File: src/rtl/dual_issue_scheduler.sv
// Two-wide issue controller: dual-issues independent queue-head pairs and
// serializes RAW/WAW-dependent pairs over two enabled ticks.
module dual_issue_scheduler #(
  parameter int CNT_W  = 16,
  parameter int REG_AW = 5
) (
  input  logic              clk,
  input  logic              n_rst,
  input  logic              en,
  input  logic              valid0,
  input  logic              valid1,
  input  logic              wr0,
  input  logic              wr1,
  input  logic [REG_AW-1:0] rd0,
  input  logic [REG_AW-1:0] rs1_0,
  input  logic [REG_AW-1:0] rs2_0,
  input  logic [REG_AW-1:0] rd1,
  input  logic [REG_AW-1:0] rs1_1,
  input  logic [REG_AW-1:0] rs2_1,
  input  logic              use_rs2_1,
  output logic              issue0,
  output logic              issue1,
  output logic              reg_write0,
  output logic              reg_write1,
  output logic              freeze1,
  output logic              freeze2,
  output logic              dependency_on_ins2,
  output logic [CNT_W-1:0]  dual_cnt,
  output logic [CNT_W-1:0]  serial_cnt
);

  typedef enum logic {ST_ISSUE, ST_SERIAL} state_t;

  state_t           state_q, state_d;
  logic [CNT_W-1:0] dual_q, dual_d;
  logic [CNT_W-1:0] serial_q, serial_d;
  logic             hazard;

  // Slot 0 source fields never create a hazard against slot 1.
  logic unused_slot0_srcs;
  assign unused_slot0_srcs = ^{rs1_0, rs2_0};

  assign hazard = valid0 & valid1 & wr0 & (rd0 != '0) &
                  ((rd0 == rs1_1) | (use_rs2_1 & (rd0 == rs2_1)) | (wr1 & (rd0 == rd1)));

  always_comb begin
    state_d  = state_q;
    dual_d   = dual_q;
    serial_d = serial_q;
    issue0   = 1'b0;
    issue1   = 1'b0;
    freeze1  = 1'b0;
    freeze2  = 1'b0;
    if (n_rst && en) begin
      case (state_q)
        ST_ISSUE: begin
          if (valid0 && valid1) begin
            issue0 = 1'b1;
            if (hazard) begin
              freeze2  = 1'b1;
              state_d  = ST_SERIAL;
              serial_d = (serial_q == '1) ? serial_q : serial_q + CNT_W'(1);
            end else begin
              issue1 = 1'b1;
              dual_d = (dual_q == '1) ? dual_q : dual_q + CNT_W'(1);
            end
          end else begin
            issue0 = valid0;
            issue1 = valid1;
          end
        end
        ST_SERIAL: begin
          // Slot 0 already retired last tick; only the held slot 1 goes now.
          freeze1 = 1'b1;
          issue1  = valid1;
          state_d = ST_ISSUE;
        end
        default: state_d = ST_ISSUE;
      endcase
    end
  end

  assign reg_write0         = issue0 & wr0 & (rd0 != '0);
  assign reg_write1         = issue1 & wr1 & (rd1 != '0);
  assign dependency_on_ins2 = n_rst & (state_q == ST_SERIAL);
  assign dual_cnt           = dual_q;
  assign serial_cnt         = serial_q;

  always_ff @(posedge clk) begin
    if (!n_rst) begin
      state_q  <= ST_ISSUE;
      dual_q   <= '0;
      serial_q <= '0;
    end else begin
      state_q  <= state_d;
      dual_q   <= dual_d;
      serial_q <= serial_d;
    end
  end

endmodule

File: config.mk
export PLATFORM = sky130hd
export DESIGN_NAME = dual_issue_scheduler
export DESIGN_NICKNAME = d
export VERILOG_FILES = /design/src/rtl/dual_issue_scheduler.sv
export SDC_FILE = /design/constraint.sdc
export NUM_CORES = 1
export LEC_CHECK = 0
export ABC_AREA = 1
export CORE_ASPECT_RATIO = 0.6
export CORE_MARGIN = 4
export CORE_UTILIZATION = 47
export DETAILED_ROUTE_END_ITERATION = 6
export GPL_ROUTABILITY_DRIVEN = 0
export GPL_TIMING_DRIVEN = 0
export PLACE_DENSITY = 0.84
export RECOVER_POWER = 100
export SETUP_SLACK_MARGIN = 0.2
export SLEW_MARGIN = 20
export SYNTH_ARGS = -nofsm -noshare
export SYNTH_HDL_FRONTEND = slang
export SYNTH_SLANG_ARGS = --single-unit
File: constraint.sdc
create_clock -name clk -period 1.8 [get_ports clk]
set_clock_uncertainty 0.05 [all_clocks]
set_input_delay 0.27 -clock clk [delete_from_list [all_inputs] [get_ports clk]]
set_output_delay 0.27 -clock clk [all_outputs]
set_load 0.005 [all_outputs]
==> results list <==
- Summing all placed instances gives a cell area of 3158 um^2.
- Worst Slack Setup Final: -0.03210 ns
- The completed layout was analyzed and its total power is 1.581 mW.
- In this run the deepest clock path goes through 2 buffers.
- The cell count after synthesis came out at between 300 and 400.
- In this run the critical register-to-register path is launched from dual_cnt[7].
* Crit. End Element: primary output
* Static leakage: 1.821 nW
- STA classifies the critical path startpoint as an input port.
- Filler cell count in the final layout: between 200 and 300
- Vias per cell: 6.011
- Worst reg2reg path depth: 11
- Boundary Pins: 77
- The routed design could run at a clock period as short as 1.832 ns.
* Worst hold path type: in -> reg
- The cell area that synthesis handed to floorplanning was 2402 um^2.
* Min-delay src: n_rst
- Number of antenna violations at the first check in global routing: 0
- Final worst-path cycle share: 101.8%
* Register clock-pin slew on the reported worst setup and hold paths: about 0.07 ns
- Post-detailed-placement half-perimeter wirelength: 5349 um
- Each instance of the synthesized netlist takes up on average 6.528 um^2.
- Post-route cell area: 3993 um^2
- Category of cells accounting for the largest share of critical-path delay: simple AND/OR/NAND/NOR gates
- The synthesized design devotes to its leading area cell type 27.50% of total area.
- By area the synthesized netlist is led by sky130_fd_sc_hd__dfxtp_1, sky130_fd_sc_hd__nand2_1, sky130_fd_sc_hd__a21oi_2.
* Final wirelength: 10,510 um
* Sequential fraction of the synthesis area: between 20 and 30%
* Total power density per cell area: 396.1 nW/um^2
- Across the whole layout, storage elements account for 720.7 um^2.
- Yosys reg bits: 33
- Clock tree synthesis selected as its root buffer the cell sky130_fd_sc_hd__clkbuf_8.
* Share of layout cells above drive strength 1: roughly half
- Power dissipated by switching net loads: 0.4765 mW
- N_diodes: 0
* Proportion of power drawn by combinational gates: between 10% and 20%
- At the later pin of the worst-skew pair, clock insertion delay measures between 0.2 and 0.3 ns.
- Of all nets on the critical path, the largest fanout is 2.
- Least-Margin Pin Slew: 0.7904 ns
- In this run, the number of DRC markers left after iteration 0 of detailed routing was 335.
- When the netlist entered floorplanning its net count stood at 408.
- After global routing the overflow that remains totals 0.
- Total global-route track usage: 27.38%
- Height of the die: about 63 um
- Setup slack on the worst flop-to-flop path: roughly 0.050 ns
* Worst rel slew slack: a little under half
* Maximum number of pins on one net before global-route repair: 12
* Ys Warns: 0
- The worst setup path is of the in -> out kind.
- The critical path crosses 11 cells after its start point.
- The checks that failed: negative setup slack.
* TritonRoute pass-1 iters: 5
* Drc violations: 0
- Floorplan row count: 19
* Setup TNS: -0.04039 ns
- Number of global-route vias before repair: 2,934
* Synth-to-layout area growth: 66.20%
- Die area: between 6000 and 7000 um^2
- Initial core utilization: 50.53%
* Hold-fix buffers at CTS: 0
- Internal power comes to 1.105 mW.
- The signal on the critical path passes through clkdlybuf4s15_1, nor2_1, nor2_1, nand3_2, nand3_1, nand2_4, inv_2, nand2_2, nand3_2, nor2_1, buf_2.
- During placement, the flow inserted port buffers numbering 66.
- In the final design database the tool counted 519 nets.
- Required arrival time at the worst endpoint: roughly 1.5 ns
* Chip width: ~100 um
- First-pass GRT wire length: 13,990 um
- The max-slew violation count came to 0.
- The worst-case IR drop observed on VDD is ~0.35 mV.
- Across the run, the number of max-cap violations was 0.
* Most repeated library cell on the critical path: sky130_fd_sc_hd__nor2_1
* Total of endpoints with negative setup slack in the final report: 3
- The run finished, with violations left.
* Remaining antenna violation count: 0
- TritonCTS built the clock tree.
* Final Hold Fails: 0
- Endpoint of the most critical register-to-register path: dual_cnt[0]
- The number of different library cells used by synthesis comes to 29.
- Data arrives at the worst endpoint at 1.51 ns.
* Number of sinks driven by the clock tree: 33
- Hold is met by 0.2605 ns.
* Setup repair after global routing missed its margin: true
- The floorplan step defined a core boundary enclosing 4755 um^2.
- The slowest stage of the critical path is the sky130_fd_sc_hd__clkdlybuf4s15_1 cell.
- For this run, the top clock speed supported by timing is 545.8 MHz.
- Timing analysis after detailed placement gives a worst setup slack of -0.8314 ns.
- The number of clock buffers added by TritonCTS is 5.
- Seq pwr share: 45.5%
- Footprint of the multi-input gates: 1864 um^2
- Per report_power, the clock group accounts for 36.7% of the total.
- In this design, the stage delay of the slowest critical-path cell is ~0.20 ns.
* Number of buffer and inverter instances along the worst setup path: 3
- Total number of vias: 3,264
- The biggest area contributor in the post-synthesis netlist is sky130_fd_sc_hd__dfxtp_1.
* Wire length per cell after detailed routing: approximately 19 um
- Worst hold path cell count: 3
- Destination of the worst hold path: dual_cnt[1]
- In this run switching power makes up 30.13% of total power.
- The H-tree generated during clock tree synthesis spans 2 levels.
==> cells in the final DEF, fill, tap and decap left out, drive strengths merged <==
cell type	instances
a21oi	29
and3	1
buf	66
clkbuf	8
clkdlybuf4s15	3
clkdlybuf4s50	28
clkinv	2
clkinvlp	1
dfxtp	33
dlygate4sd2	7
dlymetal6s2s	5
ha	2
inv	50
nand2	123
nand3	31
nand4	9
nor2	42
nor3	7
o21ai	4
o41ai	1
xnor2	10
xor2	18
==> per-stage QoR <==
| step | util (%) | cells |
|---|---|---|
| after detailed placement | 66.42 | 497 |
| final | 83.97 | 543 |
| after global routing | 83.97 | 543 |
| after global placement | 66.42 | 497 |
| after CTS | 76.37 | 535 |
| after floorplan | - | 368 |
==> worst max-delay path by stage <==
stage / startpoint / endpoint / slack, ns
after floorplan: serial_cnt[0] / serial_cnt[0] / 0.20
after global placement: rd0[0] / reg_write1 / -0.81
after detailed placement: rd0[0] / reg_write1 / -0.83
after CTS: dual_cnt[0] / dual_cnt[3] / 0.15
after global routing: rd0[4] / dual_cnt[0] / -0.08
final: rs2_1[3] / reg_write1 / -0.03
==> cell type report <==
type / count / share of cell area [%]
tap: 63 / 1.974
inverter: 50 / 5.077
clock buffer: 5 / 1.724
sequential: 33 / 18.05
timing repair buffer: 104 / 24.26
clock inverter: 3 / 0.4387
buffer: 8 / 1.786
multi-input combinational: 277 / 46.69
==> worst min-delay path, delay by kind of cell <==
family,cells,cell delay [ns]
buffers and inverters,1,0.17
AOI/OAI and AO/OA,1,0.09
and+or+nand+nor,1,0.04
==> cells in the mapped netlist <==
library cell / number
sky130_fd_sc_hd__a21oi_1: 9
sky130_fd_sc_hd__a21oi_2: 20
sky130_fd_sc_hd__and3_1: 1
sky130_fd_sc_hd__buf_2: 2
sky130_fd_sc_hd__buf_4: 1
sky130_fd_sc_hd__buf_6: 1
sky130_fd_sc_hd__buf_8: 1
sky130_fd_sc_hd__clkbuf_1: 3
sky130_fd_sc_hd__dfxtp_1: 33
sky130_fd_sc_hd__ha_1: 2
sky130_fd_sc_hd__inv_1: 42
sky130_fd_sc_hd__inv_2: 8
sky130_fd_sc_hd__nand2_1: 101
sky130_fd_sc_hd__nand2_2: 21
sky130_fd_sc_hd__nand2_4: 1
sky130_fd_sc_hd__nand3_1: 28
sky130_fd_sc_hd__nand3_2: 3
sky130_fd_sc_hd__nand4_1: 8
sky130_fd_sc_hd__nand4_2: 1
sky130_fd_sc_hd__nor2_1: 37
sky130_fd_sc_hd__nor2_2: 4
sky130_fd_sc_hd__nor2_4: 1
sky130_fd_sc_hd__nor3_1: 6
sky130_fd_sc_hd__nor3_2: 1
sky130_fd_sc_hd__o21ai_0: 3
sky130_fd_sc_hd__o21ai_2: 1
sky130_fd_sc_hd__o41ai_1: 1
sky130_fd_sc_hd__xnor2_1: 10
sky130_fd_sc_hd__xor2_1: 18
==> repair_timing <==
action,CTS,global route
setup buffers,28,8
gates cloned,2,0
pin swaps,49,51
resized for setup,168,106
setup endpoints to repair,48,53
==> state kept, by name, indices dropped and copies added (netlist names) <==
register,count
dual_cnt,16
state_q,1
serial_cnt,16
==> power by group through the flow <==
stage | combinational, mW | clock (mW) | sequential, mW
floorplan | 0.0857 | 0 | 0.751
global placement | 0.185 | 0 | 0.751
detailed placement | 0.189 | 0 | 0.752
CTS | 0.216 | 0.568 | 0.728
global route | 0.297 | 0.611 | 0.719
finish | 0.282 | 0.580 | 0.719
==> cells by family (layout without fill, tap and decap cells) <==
kind of cell / count (synthesis) / count (layout) / share of synthesized area, %
DFF: 33 / 33 / 27.50
adders and majority gates: 2 / 2 / 1.042
and+or+nand+nor: 213 / 213 / 40.62
xor gates and xnor gates: 28 / 28 / 10.21
buffers and inverters: 58 / 170 / 10.10
AOI/OAI and AO/OA: 34 / 34 / 10.52
==> routing by layer <==
metal	track usage (%)	wire, um
met1	34.20	3813
met2	43.89	4792
met3	8.049	1213
met4	11.43	694
met5	0	0
Power figures use the tool's default switching activity.
